## config.mk

```make
export PLATFORM = sky130hd
export DESIGN_NAME = key_event_encoder
export DESIGN_NICKNAME = d
export VERILOG_FILES = /design/src/rtl/nyan_keys_pkg.sv /design/src/rtl/sync_fifo.sv /design/src/rtl/key_event_encoder.sv
export SDC_FILE = /design/constraint.sdc
export NUM_CORES = 1
export LEC_CHECK = 0
export ABC_AREA = 1
export BUFFER_PORTS_ARGS = -buffer_cell sky130_fd_sc_hd__buf_4
export CORE_MARGIN = 5
export CORE_UTILIZATION = 55
export CTS_CLUSTER_SIZE = 28
export DETAILED_ROUTE_END_ITERATION = 7
export GPL_TIMING_DRIVEN = 0
export PLACE_DENSITY = 0.76
export REMOVE_ABC_BUFFERS = 1
export SLEW_MARGIN = 40
export SYNTH_ARGS = -nofsm -noshare
export SYNTH_HDL_FRONTEND = slang
export SYNTH_SLANG_ARGS = --single-unit
export TNS_END_PERCENT = 30
```

## constraint.sdc

```tcl
create_clock -name clk_i -period 3.4 [get_ports clk_i]
set_input_delay 0.34 -clock clk_i [delete_from_list [all_inputs] [get_ports clk_i]]
set_output_delay 0.34 -clock clk_i [all_outputs]
set_load 0.02 [all_outputs]
```

## src/rtl/nyan_keys_pkg.sv

```systemverilog
// Shared definitions for the keyboard front-end: key count, code width
// and the layout of a single press/release event.
package nyan_keys_pkg;

    localparam int KEYS_DEFAULT = 61;
    localparam int KEY_CODE_W   = $clog2(KEYS_DEFAULT);

    // Event word as it travels through the event FIFO: press flag on top,
    // key index below.
    typedef struct packed {
        logic                  press;
        logic [KEY_CODE_W-1:0] code;
    } key_event_t;

endpackage

```

## src/rtl/sync_fifo.sv

```systemverilog
// Single-clock first-word-fall-through FIFO. The head word is visible on
// rd_data whenever the FIFO is not empty; a pop simply advances the head.
// DEPTH must be a power of two so the pointers wrap naturally.
module sync_fifo #(
    parameter int WIDTH = 8,
    parameter int DEPTH = 16
) (
    input  logic                     clk_i,
    input  logic                     rst_i,
    input  logic                     push,
    input  logic [WIDTH-1:0]         wr_data,
    input  logic                     pop,
    output logic [WIDTH-1:0]         rd_data,
    output logic                     full,
    output logic                     empty,
    output logic [$clog2(DEPTH):0]   level
);

    localparam int AW = $clog2(DEPTH);

    logic [WIDTH-1:0] mem [DEPTH];
    logic [AW-1:0]    wr_ptr;
    logic [AW-1:0]    rd_ptr;
    logic [AW:0]      count;
    logic             do_push;
    logic             do_pop;

    // A pop needs data present; a push into a full FIFO is allowed only
    // when the head is leaving on the same edge.
    always_comb begin
        do_pop  = pop && !empty;
        do_push = push && (!full || do_pop);
    end

    assign full    = (count == (AW+1)'(DEPTH));
    assign empty   = (count == '0);
    assign level   = count;
    assign rd_data = empty ? '0 : mem[rd_ptr];

    // Storage needs no reset; the head is masked to zero while empty.
    always_ff @(posedge clk_i) begin
        if (do_push) begin
            mem[wr_ptr] <= wr_data;
        end
    end

    // Pointer and occupancy bookkeeping; a simultaneous push and pop
    // leaves the occupancy unchanged.
    always_ff @(posedge clk_i or posedge rst_i) begin
        if (rst_i) begin
            wr_ptr <= '0;
            rd_ptr <= '0;
            count  <= '0;
        end else begin
            if (do_push) begin
                wr_ptr <= wr_ptr + AW'(1);
            end
            if (do_pop) begin
                rd_ptr <= rd_ptr + AW'(1);
            end
            case ({do_push, do_pop})
                2'b10:   count <= count + (AW+1)'(1);
                2'b01:   count <= count - (AW+1)'(1);
                default: count <= count;
            endcase
        end
    end

endmodule

```

## src/rtl/key_event_encoder.sv

```systemverilog
// Turns the debounced key-level vector into a stream of press/release
// events. A round-robin scanner visits one key per clock, compares it with
// the level last reported for that key and queues an event on a change.
// When the event FIFO cannot take the event the scanner waits on that key.
module key_event_encoder
    import nyan_keys_pkg::*;
#(
    parameter int KEYS       = KEYS_DEFAULT,
    parameter int FIFO_DEPTH = 16,
    parameter int CODE_W     = $clog2(KEYS)
) (
    input  logic                          clk_i,
    input  logic                          rst_i,
    input  logic [KEYS-1:0]               keys_i,
    output logic                          event_valid_o,
    input  logic                          event_ready_i,
    output logic [CODE_W-1:0]             event_code_o,
    output logic                          event_press_o,
    output logic [$clog2(FIFO_DEPTH):0]   fifo_level_o
);

    localparam int                EV_W     = CODE_W + 1;
    localparam logic [CODE_W-1:0] LAST_IDX = CODE_W'(KEYS - 1);

    logic [KEYS-1:0]   reported;
    logic [CODE_W-1:0] scan_idx;
    logic              cur_level;
    logic              mismatch;
    logic              fifo_full;
    logic              fifo_empty;
    logic              pop;
    logic              push;
    logic              advance;
    logic [EV_W-1:0]   push_data;
    logic [EV_W-1:0]   head_data;

    // Decide whether the key under the scanner produces an event this cycle
    // and whether the scanner may move on.
    always_comb begin
        cur_level = keys_i[scan_idx];
        mismatch  = (cur_level != reported[scan_idx]);
        pop       = !fifo_empty && event_ready_i;
        push      = mismatch && (!fifo_full || pop);
        advance   = !mismatch || push;
        push_data = {cur_level, scan_idx};
    end

    // Scanner position and per-key reported level; the reported level only
    // changes when its event actually enters the FIFO, so nothing is lost.
    always_ff @(posedge clk_i or posedge rst_i) begin
        if (rst_i) begin
            scan_idx <= '0;
            reported <= '0;
        end else begin
            if (advance) begin
                scan_idx <= (scan_idx == LAST_IDX) ? '0 : scan_idx + CODE_W'(1);
            end
            if (push) begin
                reported[scan_idx] <= cur_level;
            end
        end
    end

    sync_fifo #(
        .WIDTH (EV_W),
        .DEPTH (FIFO_DEPTH)
    ) u_event_fifo (
        .clk_i   (clk_i),
        .rst_i   (rst_i),
        .push    (push),
        .wr_data (push_data),
        .pop     (pop),
        .rd_data (head_data),
        .full    (fifo_full),
        .empty   (fifo_empty),
        .level   (fifo_level_o)
    );

    assign event_valid_o                 = !fifo_empty;
    assign {event_press_o, event_code_o} = head_data;

endmodule

```

# Yosys cells after proc, flatten, opt, wreduce, memory -nomap -nowiden
# Memories as Yosys holds them, arrays and structs flattened.
# Cells that the tools add are included.
[word_totals] regBits=80 latchBits=0 ram_bits=112 mem_bits_ro=0 in_bits=64 out_inout_bits=13 elab_cells=43 n_memories=1
[memory_table] name="u_event_fifo.mem" words=16 word_bits=7 rd=1 rd_clocked_by_memory_dff=0 wr=1 line_no="sync_fifo.sv:21" source="logic [WIDTH-1:0] mem [DEPTH];"
[op_classes] add_sub_neg=5 multipliers=0 div=0 n_lt_le_gt_ge=2 n_eq_ne=5 shift=0 n_mux=12 n_bitwise=0 reduce_logical=13
[op_table] operator="$bwmux 61" n=1
[op_table] operator="$bmux 1 s6" n=2
[op_table] operator="$pmux 5 s2" n=1
[op_table] operator="$add 4x1->4 const B" n=2
[op_table] operator="$lt 6x7->1 const B" n=1
[op_table] operator="$mux 7" n=1
[op_table] operator="$add 6x1->6 const B" n=1
[op_table] operator="$demux 1 s6" n=1
[op_table] operator="$eq 6x6->1 const B" n=1
[op_table] operator="$ge 6x1->1 const B" n=1
[op_table] operator="$mux 6" n=1
[op_table] operator="$add 5x1->5 const B" n=1
[op_table] operator="$eq 5x5->1 const B" n=1
[op_table] operator="$logic_and 1x1->1" n=5
[op_table] operator="$logic_not 5->1" n=1
[op_table] operator="$mux 1" n=5
[op_table] operator="$sub 5x1->5 const B" n=1
[op_table] operator="$logic_not 1->1" n=3
[op_table] operator="$logic_or 1x1->1" n=3
[op_table] operator="$eq 2x1->1 const B" n=1
[op_table] operator="$eq 2x2->1 const B" n=1
[op_table] operator="$reduce_bool 2->1" n=1
[op_table] operator="$ne 1x1->1" n=1

# Longest topological paths before layout
# Gate-level depths: netlist (run 1).
[depth] depth_word=8 mapped_depth=24 ltp_nobuf=21

# Cells and area by module
# Synthesis (run 1) repeated with hierarchy kept, for this count alone.
[unflattened] cells_unflattened=1331 area_unflattened_um2=10597.7
[modules_own_cells] mod="sync_fifo" instances=1 cells_per_inst=476 area_each_um2=5365.1 seq_area_each_um2=3688.5
[modules_own_cells] mod="key_event_encoder" instances=1 cells_per_inst=855 area_each_um2=5232.5 seq_area_each_um2=1676.6

# Worst setup path after synthesis (run 1)
# OpenSTA, ideal clock, no wires.
[synth_path] path_type="reg2reg" start="register scan_idx[0]" end="register u_event_fifo.count[4], in the netlist u_event_fifo.level[4]" setup_ns=0.131 t_arrival_ns=3.257 required_ns=3.269 setup_slack_ns=0.012 path_stages_with_launch=23 synth_period_minus_slack_ns=3.388 cell_sequence="dfrtp_1 -> buf_4 -> buf_6 -> buf_2 -> nand2_1 -> nand3_1 -> nand2_1 -> o21ai_1 -> nand2_1 -> nor2_1 -> nand2_2 -> nand2_1 -> nand2_2 -> nand2_1 -> buf_2 -> ha_1 -> xor2_1 -> ha_1 -> o21ai_0 -> o21ai_0 -> a21oi_1 -> o21ai_0 -> xor2_1"
[synth_via] elab_chain_cells=7 elab_cells_between_ends=11 classes_between="eq/ne (3); mux (5); reduce/logical (3)"
[synth_rtl] item="start: declaration" line_no="key_event_encoder.sv:26" source="logic [CODE_W-1:0] scan_idx;"
[synth_rtl] item="start signal: assignment" line_no="key_event_encoder.sv:56" source="scan_idx <= (scan_idx == LAST_IDX) ? '0 : scan_idx + CODE_W'(1);"
[synth_rtl] item="$bmux 1 s6 (on tied branches)" line_no="key_event_encoder.sv:40, key_event_encoder.sv:41"
[synth_rtl] item="$mux 1 (on tied branches)" line_no="key_event_encoder.sv:40, key_event_encoder.sv:41"
[synth_rtl] item="$ne 1x1->1 (*)" line_no="key_event_encoder.sv:41" source="mismatch = (cur_level != reported[scan_idx]);"
[synth_rtl] item="$logic_and 1x1->1 (*)" line_no="key_event_encoder.sv:43" source="push = mismatch && (!fifo_full || pop);"
[synth_rtl] item="$logic_and 1x1->1 (*)" line_no="sync_fifo.sv:32" source="do_push = push && (!full || do_pop);"
[synth_rtl] item="$eq 2x1->1 / $eq 2x2->1 (equally long branches)" line_no="sync_fifo.sv:61" source="case ({do_push, do_pop})"
[synth_rtl] item="$pmux 5 s2 / $reduce_bool 2->1 (equally long branches)"
[synth_rtl] item="end signal: assignment" line_no="sync_fifo.sv:62" source="2'b10: count <= count + (AW+1)'(1);"
[synth_rtl] item="end signal: assignment" line_no="sync_fifo.sv:63" source="2'b01: count <= count - (AW+1)'(1);"
[synth_rtl] item="end signal: assignment" line_no="sync_fifo.sv:64" source="default: count <= count;"
[synth_rtl] item="end: declaration" line_no="sync_fifo.sv:24" source="logic [AW:0] count;"
# Mark *: on every way between the ends. The rest lies on a longest branch, timed or not. The select of a mux whose other input is x is not followed.
# A chain may end at the register's enable or synchronous reset.

# Final worst setup path (run 1)
# Same ends and word-level chain as after synthesis.

==> results.json, run 1 <==
{
  "status": "finished, violations left",
  "violations": "setup timing",
  "drtIter0Drc": 1058,
  "setup_viol": 1,
  "tritoncts": "built",
  "seq_area_frac_synth_pct": 51.1,
  "grt_pass1_wl_mm": 46.9,
  "grt_pass1_vias": 8933,
  "synth_seq_cells": 192,
  "slowest_stage": "dfrtp_4",
  "cp-start-kind": "register",
  "hold_path_class": "in -> reg",
  "ant_nets": 0,
  "crit_type": "reg -> reg",
  "via_per_inst": 5.96,
  "dieWidth_um": 148,
  "grt_util_all_layers_pct": 26.9,
  "drv_slew": 0,
  "clock_latency_ps": 450,
  "skew_ps": 13.4,
  "postLayoutCellArea_um2": 12700,
  "wirelength_mm": 31.3,
  "fp.dieH_um": 148,
  "fill_cells": 1454,
  "numPortBuffers": 76,
  "fin_nets": 1456,
  "drc_errors": 0,
  "r2r_cells": 21,
  "synth_edf_count": 112,
  "async_flop_share_pct": 41.7,
  "grt_overflow_total": 0,
  "whs_ps": 197,
  "synth_cell_types": 33,
  "hpwl_mm": 16.5,
  "row_count": 50,
  "clk_pin_slew_ps": 80,
  "grt_max_degree": 79,
  "hold_viol": 0,
  "netlist_area_um2": 10500,
  "final_layout_size_suffix_gt1_share_pct": 16.8,
  "worstReg2RegEnd": "u_event_fifo.level[4]",
  "cp.required_ps": 3740,
  "core_area_um2": 18800,
  "r2r-start": "scan_idx[0]",
  "io_pins": 77,
  "postSynthAreaPerCell_um2": 8.03,
  "worstHoldEndpoint": "u_event_fifo.rd_ptr[0]",
  "cp.depth": 21,
  "period_minus_slack_ps": 3410,
  "worstHoldPathCells": 3,
  "htree_levels": 4,
  "ys_warn_count": 0,
  "clock-sinks": 192,
  "cts.path.max_buffers": 2,
  "worst-path-buf-inv": 2,
  "min_from": "event_ready_i",
  "worstMarginPinSlew_ps": 786,
  "place_congestion": 0.817,
  "cp_cell_sequence": "buf_4 -> buf_6 -> nand2_1 -> nand3_1 -> nand2_1 -> nor2_1 -> nor2_1 -> nor2_1 -> nand2_1 -> nor2_1 -> nand2_2 -> nand2_8 -> nand2_8 -> ha_4 -> xor2_2 -> ha_2 -> o21ai_2 -> o21ai_2 -> a21oi_2 -> o21ai_2 -> xor2_1",
  "grt_antenna_before_repair": 0,
  "cpPeakStageDelay_ps": 530,
  "diodes": 0,
  "worstPathMaxFanout": 12,
  "dr.pass1.iters": 6,
  "placed_area_um2": 11200,
  "synth_ff_type": "edfxtp_1",
  "cts_made_buffers": 17,
  "path_delay_family": "simple AND/OR/NAND/NOR gates",
  "cap_violations": 0,
  "vias": 9708,
  "fmax_mhz": 293,
  "critPathCaptureType": "register",
  "worstPathArrival_ps": 3750,
  "crit_path_frequent_cell": "nor2_1",
  "area_growth_syn_to_layout_pct": 20.7,
  "wire_per_inst_um": 19.2,
  "setup_ws_ps": -10.5,
  "cts_root_buf": "clkbuf_16",
  "finalCritPeriodShare_pct": 100,
  "r2r_slack_ps": -10,
  "syn_inst": 1308,
  "slew_headroom_pct": 47.3,
  "die-area_um2": 22000,
  "initial_core_util_pct": 55.9
}
[sequential cells by signal (all words and copies together), names as in the netlist]
signal               flops
reported                61
scan_idx                 6
u_event_fifo.level       5
u_event_fifo.mem       112
u_event_fifo.rd_ptr      4
u_event_fifo.wr_ptr      4
[worst reg2reg max path, delay by kind of cell, from the launching register on]
kind,cells,cell delay [ps]
xor+xnor,2,320
flops,1,530
fa+ha+maj,2,410
compound gates,4,500
buf+inv,2,330
simple gates,11,1230
[cell usage after synthesis (3+ instances only)]
| cell type | count | area share, % |
|---|---|---|
| o21ai_1 | 12 | 0.57 |
| xor2_1 | 10 | 0.83 |
| buf_1 | 3 | 0.11 |
| clkbuf_1 | 47 | 1.7 |
| o221ai_1 | 22 | 1.8 |
| clkinv_1 | 4 | 0.14 |
| buf_6 | 6 | 0.64 |
| nand2_1 | 318 | 11 |
| nor2_1 | 176 | 6.3 |
| a21oi_1 | 8 | 0.38 |
| buf_4 | 7 | 0.50 |
| nor2_4 | 3 | 0.32 |
| o22ai_1 | 6 | 0.36 |
| nor3_1 | 21 | 1.0 |
| o21ai_0 | 74 | 3.5 |
| dfrtp_1 | 80 | 19 |
| inv_2 | 4 | 0.14 |
| ha_1 | 10 | 1.2 |
| inv_1 | 141 | 5.0 |
| xnor2_1 | 4 | 0.33 |
| nand2_2 | 3 | 0.18 |
| nand3_1 | 142 | 6.8 |
| edfxtp_1 | 112 | 32 |
| buf_2 | 18 | 0.86 |
| nand4_1 | 65 | 3.9 |
[area by class of cell]
type / count / area (µm²) / area share, %
Multi-Input combinational cell: 888 / 4440 / 35.0
Clock inverter: 13 / 141 / 1.12
Inverter: 151 / 619 / 4.89
Timing Repair Buffer: 128 / 1270 / 10.1
Sequential cell: 192 / 5390 / 42.5
Timing Repair inverter: 4 / 77.6 / 0.612
Clock buffer: 19 / 443 / 3.49
Tap cell: 234 / 293 / 2.31
[repair_timing]
item	CTS	global route
pin swaps	6	23
endpoints found under the hold margin	40	0
cloned	6	9
setup buffers	22	16
endpoints found under the setup margin	188	2
gates resized for setup	35	36
hold buffers	1	0
[through the flow]
| step | std cells | setup WS [ps] | utilization (%) | TNS (ps) |
|---|---|---|---|---|
| floorplan | 1227 | -2830 | - | -355600 |
| global placement | 1537 | -5670 | 58.4 | -930500 |
| detailed placement | 1544 | -2510 | 59.9 | -253910 |
| CTS | 1605 | 14.9 | 65.2 | 0 |
| global route | 1629 | -105 | 67.6 | -105 |
| finish | 1629 | -10.5 | 67.6 | -10.5 |
[logic make-up (layout without fill, tap and decap cells)]
family                   after synthesis  count (layout)  synth area share [%]
flip-flops                           192             192                  51.1
buffers and inverters                232             315                  9.23
AO/OA/AOI/OAI                        124             124                  6.83
AND/OR/NAND/NOR                      736             740                  30.5
adder cells (fa/ha/maj)               10              10                  1.19
XOR/XNOR                              14              14                  1.17
[per-layer routing]
metal	part of all wire [%]	track usage, %	vias up
met5	0	0	-
met4	4.4	10.5	0
met3	8.1	4.20	115
met2	50	47.1	511
met1	38	33.6	4602
li1	-	-	4480
[cell usage in the layout (no fill, tap or decap), types with 7 or more instances in the layout]
master     instances
buf_12             7
o221ai_1          22
xor2_1             9
o21ai_0           71
nand4_1           65
inv_1            137
dfrtp_4            7
nand2_1          312
o21ai_1           12
clkbuf_16         22
ha_1               8
a21oi_1            7
nand3_1          142
nor3_2            20
dfrtp_1           72
nor2_1           170
edfxtp_1         112
buf_4            106
[how the worst max path moves through the flow]
stage	start	endpoint
after detailed placement	scan_idx[0]	u_event_fifo.level[4]
after floorplan	scan_idx[0]	u_event_fifo.level[4]
after global placement	scan_idx[0]	u_event_fifo.level[4]
after global routing	scan_idx[0]	u_event_fifo.level[4]
final	scan_idx[0]	u_event_fifo.level[4]
after CTS	scan_idx[0]	u_event_fifo.level[4]
Power of run 1 is left out: the tool's default activity adds up to more than one toggle a clock period on the data nets, which glitch-free logic cannot reach.
==> inputs of run 2 (changes only) <==
--- a/config.mk
+++ b/config.mk
@@ -5,14 +5,14 @@
 export SDC_FILE = /design/constraint.sdc
 export NUM_CORES = 1
 export LEC_CHECK = 0
-export ABC_AREA = 1
+export ABC_AREA = 0
 export BUFFER_PORTS_ARGS = -buffer_cell sky130_fd_sc_hd__buf_4
 export CORE_MARGIN = 5
-export CORE_UTILIZATION = 55
+export CORE_UTILIZATION = 54
 export CTS_CLUSTER_SIZE = 28
 export DETAILED_ROUTE_END_ITERATION = 7
 export GPL_TIMING_DRIVEN = 0
-export PLACE_DENSITY = 0.76
+export PLACE_DENSITY = 0.75
 export REMOVE_ABC_BUFFERS = 1
 export SLEW_MARGIN = 40
 export SYNTH_ARGS = -nofsm -noshare
==> results.json, run 2 <==
{
  "cts.path.max_buffers": 2,
  "hpwl_mm": 14.1,
  "numPortBuffers": 76,
  "routedLengthMet1_mm": 9.90,
  "dr_wl_met3_mm": 1.95,
  "setup_ws_ps": -718,
  "drc_errors": 0,
  "fp.dieH_um": 142,
  "postSynthAreaPerCell_um2": 13.5,
  "rsz0062_at_grt": "true",
  "netlist_area_um2": 9420,
  "cts_root_buf": "clkbuf_16",
  "dr_wl_met2_mm": 13.0,
  "synth_ff_type": "edfxtp_1",
  "regMostFlops": "u_event_fifo.mem",
  "synth_seq_cells": 192,
  "ys_top_cells_by_count": "edfxtp_1 (112), dfrtp_1 (80), nand2_1 (60)",
  "syn_inst": 696,
  "most-common-layout-cells": "buf_4 (112), edfxtp_1 (112), dfrtp_1 (72), nand2_1 (58), nor3_1 (42)",
  "hold_path_class": "in -> async",
  "drtIter0Drc": 877,
  "clk_pin_slew_ps": 70,
  "clock_latency_ps": 440,
  "fmax_mhz": 243,
  "wirelength_mm": 25.5,
  "grt_pass1_wl_mm": 38.5,
  "fin_nets": 871,
  "cts_made_buffers": 17,
  "largest_reg_flops": 112,
  "hold_viol": 0,
  "grt_pass1_vias": 6799,
  "worstPathMaxFanout": 4,
  "synth_cell_types": 49,
  "crit_type": "reg -> reg",
  "skew_ps": 15.5,
  "grt_max_degree": 42,
  "diodes": 0,
  "die-area_um2": 20200,
  "seq_area_frac_synth_pct": 56.9,
  "cp-start-kind": "register",
  "io_pins": 77,
  "ant_nets": 0,
  "yosysTopAreaCell": "edfxtp_1",
  "slew_headroom_pct": 42.0,
  "multi_input_area_um2": 4190,
  "tritoncts": "built",
  "ys_warn_count": 0,
  "cap_violations": 0,
  "worstPathArrival_ps": 4440,
  "grt_antenna_before_repair": 0,
  "dr.pass1.iters": 5,
  "via_per_inst": 6.57,
  "synth_top_area_share_pct": 35.7,
  "core_area_um2": 17200,
  "vias": 6797,
  "grt_overflow_total": 0,
  "row_count": 48,
  "dieWidth_um": 142,
  "wire_per_inst_um": 24.7,
  "status": "finished, violations left",
  "setup_viol": 126,
  "synth_edf_count": 112,
  "violations": "setup timing",
  "drv_slew": 0,
  "worstMarginPinSlew_ps": 867,
  "async_flop_share_pct": 41.7,
  "grt_util_all_layers_pct": 24.7,
  "synthTopCellsByArea": "edfxtp_1 (36%), dfrtp_1 (21%), mux4_2 (9.1%), mux2_2 (4.4%), mux2_1 (3.3%)",
  "reg_top3": "u_event_fifo.mem (112), reported (61), scan_idx (6)",
  "critPathCaptureType": "register",
  "cp.required_ps": 3720,
  "clock-sinks": 192,
  "fill_cells": 1123,
  "final_layout_size_suffix_gt1_share_pct": 39.8,
  "pre_cts_ws_ps": -2300,
  "finalCritPeriodShare_pct": 121,
  "area_growth_syn_to_layout_pct": 23.8,
  "yosysMostFrequentCell": "edfxtp_1",
  "regArea_um2": 5390,
  "routed.top_layer": "met4",
  "place_congestion": 0.873,
  "initial_core_util_pct": 54.7,
  "period_minus_slack_ps": 4120,
  "htree_levels": 4
}
[run 2: area by class of cell]
cell class              count  area share, %
repair buffers            134           10.4
flip-flops and latches    192           46.2
inverters                  10          0.408
clock buffers              20           3.83
clock inverters            12          0.847
multi-input cells         442           35.9
well taps                 225           2.41
[run 2: through the flow]
stage / util [%] / hold WS, ps / instance area, µm² / instances / TNS, ps
detailed placement: 59.2 / 376 / 10200 / 951 / -237740
finish: 67.7 / 460 / 11700 / 1035 / -53400
global route: 67.7 / 495 / 11700 / 1035 / -61650
global placement: 58.1 / 472 / 10000 / 940 / -1022350
floorplan: - / 459 / 9160 / 639 / -542500
CTS: 66.3 / 464 / 11400 / 1024 / -22910
[run 2: kinds of logic after synthesis]
group                      after synthesis  share of synthesized area (%)
adders and majority gates               10                           1.33
DFF                                    192                           56.9
muxes                                  131                           19.8
and+or+nand+nor                        200                           10.6
xor gates and xnor gates                13                           1.41
buffers and inverters                   67                           3.23
AOI/OAI and AO/OA                       83                           6.65
[run 2: worst max-delay path, cell delays in order, from the launching register on]
cell and delay, ps:
dfrtp_4 510, buf_8 150, buf_6 120, mux4_2 420
nand2_2 100, a21oi_2 50, o21bai_4 170, or4_4 610
xnor2_4 210, buf_6 120, and2_4 170, inv_4 50
ha_4 160, xor2_2 160, ha_4 160, inv_1 70
o21ai_1 190, a21oi_2 90, a311oi_2 260, nor2_1 80
xor2_1 150
[run 2: timing repair]
item                                   4_1_cts  5_1_grt
hold buffers                                 1        0
pin swaps                                   24       14
setup endpoints to repair                  188      142
gates resized for setup                     73       33
gates cloned                                 7        0
buffers inserted                            33       12
endpoints found under the hold margin       39        0
[run 2: final timing paths]
kind | slack [ps] | end | startpoint | cells after the start
min in group clk_i | 500 | u_event_fifo.rd_ptr[0] | event_ready_i | 3
hold / removal | 460 | reported[1] | rst_i | 3
hold reg to reg | 500 | reported[55] | reported[55] | 1
setup / recovery | -720 | u_event_fifo.level[4] | scan_idx[0] | 20
setup reg to reg | -720 | u_event_fifo.level[4] | scan_idx[0] | 20
max in group asynchronous | 2360 | scan_idx[3] | rst_i | 4
[run 2: metal layers]
layer / vias up / GRT usage [%]
met4: 0 / 6.36
met5: - / 0
met3: 65 / 5.24
li1: 2892 / -
met1: 3454 / 33.4
met2: 386 / 41.3
Power of run 2 is left out for the same reason.
==> inputs of run 3 (changes only) <==
--- a/config.mk
+++ b/config.mk
@@ -17,5 +17,6 @@
 export SLEW_MARGIN = 40
 export SYNTH_ARGS = -nofsm -noshare
 export SYNTH_HDL_FRONTEND = slang
+export SYNTH_HIERARCHICAL = 1
 export SYNTH_SLANG_ARGS = --single-unit
 export TNS_END_PERCENT = 30
==> results.json, run 3 <==
{
  "dr.pass1.iters": 6,
  "diodes": 0,
  "grt_pass1_wl_mm": 39.2,
  "hpwl_mm": 16.0,
  "most-common-layout-cells": "buf_4 (113), edfxtp_1 (112), a21oi_1 (85), dfrtp_1 (71), mux4_2 (36)",
  "drc_errors": 0,
  "yosysTopAreaCell": "edfxtp_1",
  "cts_made_buffers": 17,
  "worstMarginPinSlew_ps": 788,
  "largest_reg_flops": 112,
  "violations": "setup timing",
  "synth_edf_count": 112,
  "fin_nets": 928,
  "multi_input_area_um2": 4330,
  "cts.path.max_buffers": 2,
  "fill_cells": 1202,
  "comb_power_share_pct": 57.4,
  "rsz0062_at_grt": "true",
  "tritoncts": "built",
  "area_growth_syn_to_layout_pct": 23.3,
  "r2r_slack_ps": -360,
  "placed_area_um2": 10500,
  "hold_viol": 0,
  "cts_root_buf": "clkbuf_16",
  "critPathCaptureType": "register",
  "r2r-start": "scan_idx[1]",
  "clock_latency_ps": 440,
  "die-area_um2": 20700,
  "cp-start-kind": "register",
  "row_count": 49,
  "final_layout_size_suffix_gt1_share_pct": 35.9,
  "wire_per_inst_um": 24.4,
  "postSynthAreaPerCell_um2": 12.9,
  "fmax_mhz": 266,
  "drtIter0Drc": 880,
  "fp.dieH_um": 144,
  "clk_pin_slew_ps": 70,
  "r2r_cells": 14,
  "setup_ws_ps": -362,
  "ys_top_cells_by_count": "edfxtp_1 (112), a21oi_1 (86), dfrtp_1 (80)",
  "async_flop_share_pct": 41.7,
  "p_switching_mw": 6.37,
  "via_per_inst": 6.67,
  "crit_start": "scan_idx[1]",
  "netlist_area_um2": 9660,
  "grt_util_all_layers_pct": 24.9,
  "vias": 7309,
  "setup_viol": 113,
  "skew_ps": 8.55,
  "synth_seq_cells": 192,
  "worstReg2RegEnd": "u_event_fifo/level[4]",
  "core_area_um2": 17800,
  "finalCritPeriodShare_pct": 111,
  "synth_top_area_share_pct": 34.8,
  "worstPathArrival_ps": 4080,
  "fin_setup_tns_ps": -18420,
  "period_minus_slack_ps": 3760,
  "p_sw_share_pct": 44.1,
  "p_clk_share_pct": 13.4,
  "grt_overflow_total": 0,
  "wirelength_mm": 26.7,
  "p_seq_share_pct": 29.2,
  "htree_levels": 4,
  "crit_end": "u_event_fifo/level[4]",
  "yosysMostFrequentCell": "edfxtp_1",
  "drv_slew": 0,
  "cap_violations": 0,
  "ant_nets": 0,
  "seq_area_frac_synth_pct": 55.5,
  "crit_type": "reg -> reg",
  "internal_power_mw": 8.07,
  "ys_warn_count": 6,
  "worstPathMaxFanout": 8,
  "status": "finished, violations left",
  "final_common_cell": "buf_4",
  "synth_ff_type": "edfxtp_1",
  "power_density_nw_per_um2": 1210,
  "grt_max_degree": 56,
  "slew_headroom_pct": 47.4,
  "clock-sinks": 192,
  "grt_pass1_vias": 7268,
  "postLayoutCellArea_um2": 11900,
  "reg_top3": "u_event_fifo/mem (112), reported (61), scan_idx (6)",
  "regMostFlops": "u_event_fifo/mem",
  "hold_path_class": "in -> async",
  "vdd_drop_max_uv": 635,
  "initial_core_util_pct": 54.4,
  "grt_antenna_before_repair": 0,
  "cp.required_ps": 3720,
  "place_congestion": 0.831,
  "io_pins": 77,
  "regArea_um2": 5390,
  "synth_cell_types": 76,
  "numPortBuffers": 76,
  "dieWidth_um": 144,
  "syn_inst": 751,
  "p_leak_nw": 4.39,
  "synthTopCellsByArea": "edfxtp_1 (35%), dfrtp_1 (21%), mux4_2 (8.4%), a21oi_1 (4.5%), mux2i_1 (2.9%)"
}
## run 3: cell count changes after synthesis, sizes merged, moves of 19 or more
cell	before	now
a211oi	3	22
nand2	60	25
a31oi	1	29
o21ai	6	31
mux2	65	9
nor3	46	8
a21oi	10	86
## run 3: metal layers
metal | track usage, % | vias to the layer above | part of all wire (%)
met1 | 30.6 | 3660 | 38
met3 | 5.59 | 116 | 7.0
met4 | 9.61 | 0 | 4.1
li1 | - | 3150 | -
met5 | 0 | - | 0
met2 | 43.0 | 383 | 51
## run 3: worst max-delay path, stage by stage (launching register included)
cell and delay, ps:
dfrtp_4 540, buf_12 170, mux2_4 290, a221o_1 340, a221oi_2 350, o21ai_4 90, and3b_4 360, xnor2_4 140
nor2_4 60, or2_4 280, fa_2 340, nand2b_4 170, a21o_1 170, a211oi_2 210, nand3_1 110
## run 3: cell families (layout without fill, tap and decap cells)
family	after synthesis	count (layout)	synth area share, %
AO/OA/AOI/OAI	227	227	15.3
XOR/XNOR	10	10	0.984
adder cells (fa/ha/maj)	11	11	1.50
buffers and inverters	73	188	3.77
flip-flops	192	192	55.5
multiplexers	73	73	12.4
AND/OR/NAND/NOR	165	165	10.5
## run 3: metrics by stage
step,std cells,power [mW],utilization (%),hold WS (ps),setup WS [ps]
2_1_floorplan,697,8.28,-,217,-3160
3_3_place_gp,1002,9.50,57.5,434,-5790
3_5_place_dp,1019,10.4,59.0,360,-2360
4_1_cts,1078,13.8,65.4,450,-292
5_1_grt,1095,15.0,67.0,487,-450
6_report,1095,14.4,67.0,439,-362
## run 3: power by group through the flow
stage	clock, mW	combinational (mW)	sequential (mW)
2_1_floorplan	0	4.07	4.21
3_3_place_gp	0	5.05	4.44
3_5_place_dp	0	6.06	4.29
4_1_cts	1.95	7.66	4.16
5_1_grt	2.06	8.69	4.28
6_report	1.94	8.29	4.21
## run 3: area by class of cell
cell class / count / area share [%]
well taps: 229 / 2.41
flip-flops and latches: 192 / 45.2
clock inverters: 15 / 1.33
multi-input cells: 486 / 36.4
repair buffers: 137 / 10.4
inverters: 19 / 0.746
clock buffers: 17 / 3.57
## run 3: timing repair
action | CTS | global route
endpoints found under the setup margin | 188 | 170
setup buffers | 24 | 15
cloned | 2 | 3
hold buffers | 1 | 0
gates resized for setup | 77 | 29
pin swaps | 19 | 20
endpoints found under the hold margin | 25 | 0
## run 3: how the worst min path moves through the flow
stage / to / cells after the start / from
5_1_grt: scan_idx[2] / 3 / rst_i
3_5_place_dp: scan_idx[2] / 2 / rst_i
6_report: scan_idx[4] / 3 / rst_i
4_1_cts: scan_idx[2] / 3 / rst_i
2_1_floorplan: u_event_fifo/level[0] / 1 / rst_i
3_3_place_gp: u_event_fifo/level[3] / 2 / rst_i
(Power assumes the default switching activity.)
